<file path="src/rtl/adc_rd_sched_pkg.sv">
// rtl/adc_rd_sched_pkg.sv - shared state encoding and buffer depth for the ADC read scheduler
package adc_rd_sched_pkg;

  typedef enum logic [2:0] {
    S_IDLE  = 3'd0,
    S_WAIT  = 3'd1,
    S_RUN   = 3'd2,
    S_DRAIN = 3'd3,
    S_FLUSH = 3'd4
  } sched_state_e;

  localparam int unsigned SKID_DEPTH = 2;

endpackage

</file>
<file path="src/rtl/adc_rd_sched_if.sv">
// rtl/adc_rd_sched_if.sv - FIFO read port and sample stream between the scheduler and its neighbours
interface adc_rd_sched_if #(
  parameter int ADC_PACK_DATA_WIDTH = 64
) ();

  logic                           emptyn_to_acc;
  logic [ADC_PACK_DATA_WIDTH-1:0] data_to_acc;
  logic                           acc_ask_data;
  logic [ADC_PACK_DATA_WIDTH-1:0] sample_out;
  logic                           sample_valid;
  logic                           sample_ready;

  modport slave (
    input  emptyn_to_acc, data_to_acc, sample_ready,
    output acc_ask_data, sample_out, sample_valid
  );

  modport master (
    output emptyn_to_acc, data_to_acc, sample_ready,
    input  acc_ask_data, sample_out, sample_valid
  );

endinterface

</file>
<file path="src/rtl/rx_sample_skid.sv">
// rtl/rx_sample_skid.sv - two-entry in-order sample buffer with push, pop, clear and occupancy
module rx_sample_skid
  import adc_rd_sched_pkg::*;
#(
  parameter int WIDTH = 64
) (
  input  logic             clk,
  input  logic             rst,
  input  logic             push,
  input  logic [WIDTH-1:0] push_data,
  input  logic             pop,
  input  logic             clear,
  output logic [WIDTH-1:0] head,
  output logic [1:0]       occupancy
);

  localparam logic [1:0] FULL = 2'(SKID_DEPTH);

  logic [WIDTH-1:0] mem [SKID_DEPTH];
  logic             rd_ptr;
  logic             wr_ptr;
  logic [1:0]       count;
  logic             do_push;
  logic             do_pop;

  assign do_pop  = pop && (count != 2'd0);
  // a push into a full buffer is only taken when the head leaves in the same cycle
  assign do_push = push && ((count < FULL) || do_pop);

  always_ff @(posedge clk or posedge rst) begin
    if (rst) begin
      mem[0] <= '0;
      mem[1] <= '0;
      rd_ptr <= 1'b0;
      wr_ptr <= 1'b0;
      count  <= 2'd0;
    end else if (clear) begin
      rd_ptr <= 1'b0;
      wr_ptr <= 1'b0;
      count  <= 2'd0;
    end else begin
      if (do_push) begin
        mem[wr_ptr] <= push_data;
        wr_ptr      <= ~wr_ptr;
      end
      if (do_pop) begin
        rd_ptr <= ~rd_ptr;
      end
      count <= count + {1'b0, do_push} - {1'b0, do_pop};
    end
  end

  assign head      = mem[rd_ptr];
  assign occupancy = count;

endmodule

</file>
<file path="src/rtl/adc_rd_sched.sv">
// rtl/adc_rd_sched.sv - paced read scheduler between the ADC sample FIFO and the rx datapath
module adc_rd_sched
  import adc_rd_sched_pkg::*;
#(
  parameter int ADC_PACK_DATA_WIDTH = 64,
  parameter int RATE_DIV_WIDTH      = 8,
  parameter int CNT_WIDTH           = 16
) (
  input  logic                      acc_clk,
  input  logic                      acc_rst,
  input  logic                      enable,
  input  logic                      flush,
  input  logic [RATE_DIV_WIDTH-1:0] rate_div,
  input  logic                      clear_cnt,
  adc_rd_sched_if.slave             bus,
  output logic [CNT_WIDTH-1:0]      underrun_cnt,
  output logic [CNT_WIDTH-1:0]      sample_cnt,
  output logic [2:0]                sched_state
);

  sched_state_e                   state;
  logic [RATE_DIV_WIDTH-1:0]      reload;
  logic [RATE_DIV_WIDTH-1:0]      pace_elapsed;
  logic                           tick_pending;
  logic                           rd_pending;
  logic                           quiet_seen;
  logic [1:0]                     occupancy;
  logic [2:0]                     room;
  logic [ADC_PACK_DATA_WIDTH-1:0] head;
  logic                           sample_valid;
  logic                           pop;
  logic                           push;
  logic                           expire;
  logic                           grant;
  logic                           ask;
  logic                           fifo_quiet;

  assign reload = (rate_div == '0) ? '0 : rate_div - RATE_DIV_WIDTH'(1);

  // The pacing down-counter is kept as cycles elapsed since reload (remaining = reload - elapsed),
  // so a zero reset already means "loaded with reload" whatever rate_div is.
  assign expire = (state == S_RUN) && (pace_elapsed >= reload);

  assign sample_valid = (occupancy != 2'd0);
  assign pop          = sample_valid && bus.sample_ready;
  assign room         = {1'b0, occupancy} + {2'b00, rd_pending} - {2'b00, pop};
  assign grant        = (state == S_RUN) && tick_pending && bus.emptyn_to_acc && (room < 3'd2);
  assign ask          = (state == S_FLUSH) ? bus.emptyn_to_acc : grant;
  assign push         = rd_pending && (state != S_FLUSH);
  assign fifo_quiet   = !bus.emptyn_to_acc && !rd_pending;

  rx_sample_skid #(
    .WIDTH(ADC_PACK_DATA_WIDTH)
  ) u_skid (
    .clk      (acc_clk),
    .rst      (acc_rst),
    .push     (push),
    .push_data(bus.data_to_acc),
    .pop      (pop),
    .clear    (flush),
    .head     (head),
    .occupancy(occupancy)
  );

  always_ff @(posedge acc_clk or posedge acc_rst) begin
    if (acc_rst) begin
      state        <= S_IDLE;
      pace_elapsed <= '0;
      tick_pending <= 1'b0;
      rd_pending   <= 1'b0;
      quiet_seen   <= 1'b0;
      underrun_cnt <= '0;
      sample_cnt   <= '0;
    end else begin
      rd_pending <= ask;

      if (state == S_RUN) begin
        pace_elapsed <= expire ? '0 : pace_elapsed + RATE_DIV_WIDTH'(1);
        if (expire && bus.emptyn_to_acc) begin
          tick_pending <= 1'b1;
        end else if (grant) begin
          tick_pending <= 1'b0;
        end
      end else begin
        pace_elapsed <= '0;
        tick_pending <= 1'b0;
      end

      if (clear_cnt) begin
        underrun_cnt <= '0;
        sample_cnt   <= '0;
      end else begin
        if (expire && !bus.emptyn_to_acc && (underrun_cnt != '1)) begin
          underrun_cnt <= underrun_cnt + CNT_WIDTH'(1);
        end
        if (pop && (sample_cnt != '1)) begin
          sample_cnt <= sample_cnt + CNT_WIDTH'(1);
        end
      end

      if (flush) begin
        state      <= S_FLUSH;
        quiet_seen <= 1'b0;
      end else begin
        case (state)
          S_IDLE:  if (enable) state <= S_WAIT;
          S_WAIT: begin
            if (!enable) state <= S_IDLE;
            else if (bus.emptyn_to_acc) state <= S_RUN;
          end
          S_RUN:   if (!enable) state <= S_DRAIN;
          S_DRAIN: begin
            if ((occupancy == 2'd0) && !rd_pending) state <= enable ? S_WAIT : S_IDLE;
          end
          S_FLUSH: begin
            // leave only after two consecutive cycles with nothing left to drain
            if (fifo_quiet) begin
              if (quiet_seen) state <= S_IDLE;
              quiet_seen <= 1'b1;
            end else begin
              quiet_seen <= 1'b0;
            end
          end
          default: state <= S_IDLE;
        endcase
      end
    end
  end

  assign bus.acc_ask_data = ask;
  assign bus.sample_out   = head;
  assign bus.sample_valid = sample_valid;
  assign sched_state      = state;

endmodule

</file>
<file path="src/flat_wrapper.sv">
// flat-port wrapper written by rule: the top's interface ports become plain ports
module adc_rd_sched_flat import adc_rd_sched_pkg::*;
#(
  parameter int ADC_PACK_DATA_WIDTH = 64,
  parameter int RATE_DIV_WIDTH      = 8,
  parameter int CNT_WIDTH           = 16
)
  (acc_clk, acc_rst, enable, flush, rate_div, clear_cnt, underrun_cnt, sample_cnt, sched_state, bus_emptyn_to_acc, bus_data_to_acc, bus_sample_ready, bus_acc_ask_data, bus_sample_out, bus_sample_valid);
  adc_rd_sched_if #(.ADC_PACK_DATA_WIDTH(ADC_PACK_DATA_WIDTH)) bus_i ();
  input  logic acc_clk;
  input  logic acc_rst;
  input  logic enable;
  input  logic flush;
  input  logic [RATE_DIV_WIDTH-1:0] rate_div;
  input  logic clear_cnt;
  output logic [CNT_WIDTH-1:0] underrun_cnt;
  output logic [CNT_WIDTH-1:0] sample_cnt;
  output logic [2:0] sched_state;
  input wire logic [$bits(bus_i.emptyn_to_acc)-1:0] bus_emptyn_to_acc;
  input wire logic [$bits(bus_i.data_to_acc)-1:0] bus_data_to_acc;
  input wire logic [$bits(bus_i.sample_ready)-1:0] bus_sample_ready;
  output wire logic [$bits(bus_i.acc_ask_data)-1:0] bus_acc_ask_data;
  output wire logic [$bits(bus_i.sample_out)-1:0] bus_sample_out;
  output wire logic [$bits(bus_i.sample_valid)-1:0] bus_sample_valid;
  assign bus_i.emptyn_to_acc = bus_emptyn_to_acc;
  assign bus_i.data_to_acc = bus_data_to_acc;
  assign bus_i.sample_ready = bus_sample_ready;
  assign bus_acc_ask_data = bus_i.acc_ask_data;
  assign bus_sample_out = bus_i.sample_out;
  assign bus_sample_valid = bus_i.sample_valid;
  adc_rd_sched #(.ADC_PACK_DATA_WIDTH(ADC_PACK_DATA_WIDTH), .RATE_DIV_WIDTH(RATE_DIV_WIDTH), .CNT_WIDTH(CNT_WIDTH)) u_core (.acc_clk(acc_clk), .acc_rst(acc_rst), .enable(enable), .flush(flush), .rate_div(rate_div), .clear_cnt(clear_cnt), .bus(bus_i), .underrun_cnt(underrun_cnt), .sample_cnt(sample_cnt), .sched_state(sched_state));
endmodule
</file>
<file path="config.mk">
export PLATFORM = sky130hd
export DESIGN_NAME = adc_rd_sched_flat
export DESIGN_NICKNAME = d
export VERILOG_FILES = /design/src/rtl/adc_rd_sched_pkg.sv /design/src/rtl/adc_rd_sched_if.sv /design/src/rtl/rx_sample_skid.sv /design/src/rtl/adc_rd_sched.sv /design/src/flat_wrapper.sv
export SDC_FILE = /design/constraint.sdc
export NUM_CORES = 1
export LEC_CHECK = 0
export ABC_CLOCK_PERIOD_IN_PS = 4900
export BUFFER_PORTS_ARGS = -buffer_cell sky130_fd_sc_hd__buf_2
export CAP_MARGIN = 20
export CELL_PAD_IN_SITES_DETAIL_PLACEMENT = 1
export CELL_PAD_IN_SITES_GLOBAL_PLACEMENT = 1
export CORE_ASPECT_RATIO = 0.7
export CORE_MARGIN = 1
export CORE_UTILIZATION = 41
export CTS_BUF_LIST = sky130_fd_sc_hd__clkbuf_8
export DETAILED_ROUTE_END_ITERATION = 16
export PLACE_DENSITY = 0.84
export SLEW_MARGIN = 20
export SYNTH_ARGS = -nofsm -noshare
export SYNTH_HDL_FRONTEND = slang
export SYNTH_SLANG_ARGS = --single-unit
</file>
<file path="constraint.sdc">
create_clock -name acc_clk -period 4.9 [get_ports acc_clk]
set_input_delay 0.49 -clock acc_clk [delete_from_list [all_inputs] [get_ports acc_clk]]
set_output_delay 0.49 -clock acc_clk [all_outputs]
set_load 0.05 [all_outputs]
</file>
==> results of run 1 <==
## cells in the mapped netlist, types with 5 or more instances
cell / count
mux2_2: 188
dfrtp_1: 178
nor2_1: 39
nand2_1: 33
xor2_1: 22
a21oi_1: 19
nand3_1: 17
ha_1: 15
o21ai_0: 14
buf_2: 13
clkbuf_1: 13
inv_1: 11
or3_1: 11
nand4_1: 10
and3_1: 9
xnor2_1: 9
nor3_1: 8
mux2_1: 5
## layer usage
metal  track usage [%]  wire length (um)
met1              26.0              9290
met5                 0                17
met2              31.0              9260
met3              5.23               951
met4              4.42               194
## worst max-delay path: stages, from the launching register on
cell and delay, ps:
dfrtp_1 470, o21ai_0 460, inv_1 180, ha_1 320, nand2b_1 170, fa_1 380, xnor2_1 130, and2_1 160
nand3_1 80, a21boi_0 270, buf_2 320
## sequential cells by signal, summed over array words and instances (netlist names)
register                 count
u_core.pace_elapsed          8
u_core.tick_pending          1
u_core.sample_cnt           16
u_core.quiet_seen            1
u_core.u_skid.mem          128
u_core.rd_pending            1
u_core.u_skid.occupancy      2
u_core.u_skid.rd_ptr         1
u_core.u_skid.wr_ptr         1
u_core.underrun_cnt         16
u_core.sched_state           3
## through the flow
stage          cell area [um^2]  setup slack (ps)  util (%)  total power [mW]
3_5_place_dp               9520              1310      47.8              3.99
3_3_place_gp               9520              1450      47.8              3.93
5_1_grt                    9910               697      49.8              5.19
6_report                   9910              1050      49.8              4.96
2_1_floorplan              8370              1190         -              3.52
4_1_cts                    9910               923      49.8              5.02
## worst max-delay path by stage
stage | cells past startpoint | to | start | slack [ps]
2_1_floorplan | 9 | bus_acc_ask_data | u_core.u_skid.occupancy[1] | 1190
3_3_place_gp | 12 | u_core.underrun_cnt[15] | rate_div[5] | 1450
3_5_place_dp | 12 | u_core.underrun_cnt[15] | rate_div[5] | 1310
4_1_cts | 10 | bus_acc_ask_data | u_core.u_skid.occupancy[1] | 920
5_1_grt | 10 | bus_acc_ask_data | u_core.u_skid.occupancy[1] | 700
6_report | 10 | bus_acc_ask_data | u_core.u_skid.occupancy[1] | 1050
## report_power, final
| part | total (mW) | switching, mW | internal [mW] |
|---|---|---|---|
| clock network | 1.01 | 0.580 | 0.435 |
| logic | 2.06 | 1.38 | 0.672 |
| registers | 1.89 | 0.185 | 1.70 |
| total | 4.96 | 2.15 | 2.81 |
## layout make-up
cell class              instances  area share (%)
clock inverters                14            1.46
multi-input cells             441            37.8
repair buffers                183            9.47
well taps                     270            3.41
inverters                      11           0.454
clock buffers                  18            2.50
flip-flops and latches        178            45.0
## cell families after synthesis
family | share of synthesized area [%]
buffers and inverters | 2.03
DFF | 53.3
muxes | 26.2
adders and majority gates | 2.48
AOI/OAI and AO/OA | 3.46
xor gates and xnor gates | 3.25
and+or+nand+nor | 9.30
==> reports/metrics.cfg, run 1 <==
[layout]
multiInputGateArea_um2 = 3740
final_common_cell = mux2_2
final.fill_count = 2143
diodes = 0
instances_no_fill = 1115
drive_gt1_share_pct = 48.8
synthToLayoutAreaGrowth_pct = 18.5
regArea_um2 = 4460
layout.nets = 927
layout_common_cells = 188 x mux2_2, 179 x buf_2, 177 x dfrtp_1, 39 x nor2_1, 32 x nand2_1

[synthesis]
yosys.area.top_type = dfrtp_1
synth.area.top_cells = dfrtp_1 53%, mux2_2 25%, xor2_1 2.3%, ha_1 2.2%, nor2_1 1.8%
synthArstFlopShare_pct = 100
synth_nets = 753
syn_inst = 658
synth-edff-count = 0
ys_seq_area_share_pct = 53.3
synth_area_um2 = 8360
syn_area_per_cell_um2 = 12.7
yosys.cell_types.count = 48
yosys_warnings = 0
synth_top_area_share_pct = 53.3
ys_ff_latch = 178
synthFlopType = dfrtp_1

[worst_setup_path]
critPathArrivalTime_ps = 3360
end_kind = output port
critPathKind = flip-flop to output port
cp-start-kind = flip-flop
cp.required_ps = 4410
r2r_cells = 7
r2r-end = u_core.u_skid.mem[18]
worstPathMaxFanout = 6
ff2ff_setup_slack_ps = 2060
reg2reg_from = u_core.sched_state[0]

[die]
die-area_um2 = 21000
die_w_um = 173
io-pin-count = 180
rows = 43
initial_core_util_pct = 42.0
coreArea_um2 = 19900
die_y_um = 122

[clock_network]
cts_setup_buffers = 0
cts_root_buf = clkbuf_8
post_cts_resized = 0
cts_buffers = 17
clk_latency_ps = 450
cts_buffer_depth = 2
htree_num_levels = 4
cts_hold_buffers = 0
clk_pin_slew_ps = 100
cts_tree = built
cts.sinks = 178

[route]
ant_nets = 0
vias = 5797
drt-pass1-iter-count = 4
drtIter0Drc = 190
vias_per_cell = 5.20
wl_per_cell_um = 17.7
drcViolationCount = 0
drt-total-wl_um = 19700

[placed_design]
place_hpwl_um = 13700
place_inst = 1083
gp_congestion = 0.759
io_buffer_count = 179

[grt]
grt_pass1_vias = 6069
grt_max_degree = 179
grt_pass1_wl_um = 32200
track_usage_pct = 19.3
grt.overflow.total = 0
antenna_found_initial = 1

[sta]
rsz0062_at_grt = false
max_freq_mhz = 260
setup_viol = 0
finalSetupTns_ps = 0
slew_viol_final = 0
period_share_pct = 78.6
holdWs_ps = 255
fin_crit_ps = 3850
finClkSkew_ps = 18.0
hold_violations = 0
max-slew-margin-rel_pct = 28.8
tightest_slew_ps = 1070

[power_and_ir_drop]
p_leak_nw = 4.96
irDropWorstVdd_v = 0.000338
powerDensity_nw_per_um2 = 500

[worst_hold_path]
hold_class = input port to asynchronous set/reset pin

[job]
maxCapViolCount = 0

[outcome]
status = complete, no violations

Note: power is estimated with default switching activity, not from simulation.
==> run 2: changes to the inputs <==
- ABC_AREA: not set -> 1
- ABC_CLOCK_PERIOD_IN_PS: 4900 -> 3200
- CORE_UTILIZATION: 41 -> 38
- clock period: 4.9 -> 3.2 ns (I/O delays scaled with it)
==> run 2 against run 1 <==
  * Flip-flop and latch count unchanged
  * Global-route usage increased by 2.0 points
  * Worst setup slack worse by 910 ps
  * Count of clock-buffer cells in the layout is 2 higher
  * Area after synthesis up 10%
  * Critical path depth is 2 higher
  * Clock power rose by 40%
  * Critical path type unchanged
==> reports/metrics.cfg, run 2 <==
[synthesis]
syn_inst = 1163
synth.area.top_cells = dfrtp_1 48%, nand2_1 16%, inv_1 5.2%, o21ai_2 5.1%, o21ai_1 2.9%
yosys.area.top_type = dfrtp_1
synth_nets = 1258
synth_top_area_share_pct = 48.3
ys_ff_latch = 178
ys_seq_area_share_pct = 48.3
synthArstFlopShare_pct = 100
yosys.cell_types.count = 35
synth-edff-count = 0
yosysMostFrequentCell = nand2_1
synthFlopType = dfrtp_1
ys_top_cells_by_count = 404 x nand2_1, 178 x dfrtp_1, 128 x inv_1
syn_area_per_cell_um2 = 7.94
yosys_warnings = 0
synth_area_um2 = 9230

[worst_setup_path]
worstPathMaxFanout = 4
ff2ff_setup_slack_ps = 840
startpoint = u_core.u_skid.occupancy[1]
r2r_cells = 13
r2r-end = u_core.rd_pending
cp.required_ps = 2880
cp-start-kind = flip-flop
end_kind = output port
critPathArrivalTime_ps = 2740
critPathKind = flip-flop to output port
reg2reg_from = u_core.u_skid.occupancy[1]

[clock_network]
clk_latency_ps = 460
cts_root_buf = clkbuf_8
clk_pin_slew_ps = 100
cts_buffers = 17
cts.sinks = 178
htree_num_levels = 4
cts_buffer_depth = 2
cts_tree = built

[sta]
setup_viol = 0
tightest_slew_ps = 772
hold_violations = 0
slew_viol_final = 0
max-slew-margin-rel_pct = 48.5
finClkSkew_ps = 17.6
max_freq_mhz = 326
fin_crit_ps = 3060
setup_ws_ps = 136
period_share_pct = 95.7

[route]
drcViolationCount = 0
vias_per_cell = 4.85
ant_nets = 0
vias = 8084
drt-total-wl_um = 25400
wl_per_cell_um = 15.2
drt-pass1-iter-count = 4
drtIter0Drc = 465

[layout]
instances_no_fill = 1666
final_cell_area_um2 = 10900
diodes = 0
reg_top3 = u_core.u_skid.mem x128, u_core.sample_cnt x16, u_core.underrun_cnt x16
largest_reg_flops = 128
max_flop_register = u_core.u_skid.mem
drive_gt1_share_pct = 25.3
layout.nets = 1430
final_common_cell = nand2_1
synthToLayoutAreaGrowth_pct = 17.7
final.fill_count = 2995
layout_common_cells = 404 x nand2_1, 178 x buf_2, 176 x dfrtp_1, 128 x inv_1, 62 x nor2_1

[grt]
grt_max_degree = 105
grt_pass1_vias = 8389
track_usage_pct = 21.3
grt.overflow.total = 0
grt_pass1_wl_um = 42600
antenna_found_initial = 0

[power_and_ir_drop]
finalPower_mw = 8.42
p_leak_nw = 5.95
irDropWorstVdd_v = 0.000468
powerDensity_nw_per_um2 = 775

[die]
rows = 47
io-pin-count = 180
die-area_um2 = 24900
initial_core_util_pct = 38.9
coreArea_um2 = 23800
die_w_um = 188
die_y_um = 132

[outcome]
status = complete, no violations

[placed_design]
place_inst = 1625
pre_cts_slack_ps = 261
place_hpwl_um = 17800
io_buffer_count = 179
place_area_um2 = 10400
gp_congestion = 0.802

[job]
maxCapViolCount = 0

[worst_hold_path]
hold_depth = 2
hold_start = flush
hold_class = input port to flip-flop
hold_end = u_core.u_skid.occupancy[1]

[run 2: cell count changes after synthesis, sizes merged, moves of 6 or more]
cell	delta
xnor2	-6
and3	-8
mux2	-193
nand4	+19
nor2	+26
buf	+17
inv	+119
or3	-11
nand3	+31
nand2	+405
a21oi	-7
o21ai	+133
[run 2: worst max path at each step]
stage,end,slack (ps),depth (start not counted)
finish,bus_acc_ask_data,140,12
global route,bus_acc_ask_data,-20,12
CTS,bus_acc_ask_data,0.7,12
detailed placement,bus_acc_ask_data,260,12
global placement,bus_acc_ask_data,360,12
floorplan,bus_acc_ask_data,110,11
[run 2: routing by layer]
layer  vias up  GRT usage, %  share of wire [%]
met3        21          4.02                3.4
met5         -             0                  0
met2       143          34.3                 46
li1       4001             -                  -
met1      3919          29.4                 49
met4         0          5.10                1.2
[run 2: per-stage QoR]
stage / TNS [ps] / hold WS [ps] / util (%)
after floorplan: 0 / 385 / -
after CTS: 0 / 25.3 / 45.5
final: 0 / 68.3 / 45.7
after global placement: 0 / 286 / 43.8
after global routing: -17.7 / 37.8 / 45.7
after detailed placement: 0 / 286 / 43.8
[run 2: power by group]
part	switching (mW)	internal [mW]	total [mW]
Clock	0.821	0.586	1.41
Sequential	0.393	2.90	3.29
Combinational	2.72	0.997	3.71
Total	3.93	4.48	8.42
[run 2: kinds of logic after synthesis]
group,after synthesis,synth area share (%)
DFF,178,48.3
xor gates and xnor gates,22,2.09
buffers and inverters,181,8.61
adders and majority gates,16,2.25
AOI/OAI and AO/OA,163,11.3
and+or+nand+nor,603,27.5
[run 2: critical path: stages (launching register included)]
cell and delay (ps):
dfrtp_2 420, inv_2 70, nand2_2 70, nand2_4 70, inv_2 60, ha_4 210
or2_4 240, fa_1 510, nand2_1 80, nor2_2 130, o2111ai_2 130, o21ai_2 120
buf_6 180
[run 2: final cells by class]
class	instances	area, um^2	area share, %
Sequential cell	178	4460	41.0
Timing Repair Buffer	203	1150	10.6
Clock inverter	12	67.6	0.622
Clock buffer	20	275	2.53
Multi-Input combinational cell	804	4020	37.0
Inverter	131	495	4.56
Tap cell	318	398	3.66
[run 2: what timing repair did]
action | 4_1_cts | 5_1_grt
resized for setup | 8 | 4
hold buffers | 1 | 0
pin swaps | 3 | 3
hold endpoints to repair | 8 | 0
gates cloned | 0 | 0
setup endpoints to repair | 1 | 1
setup buffers | 5 | 3
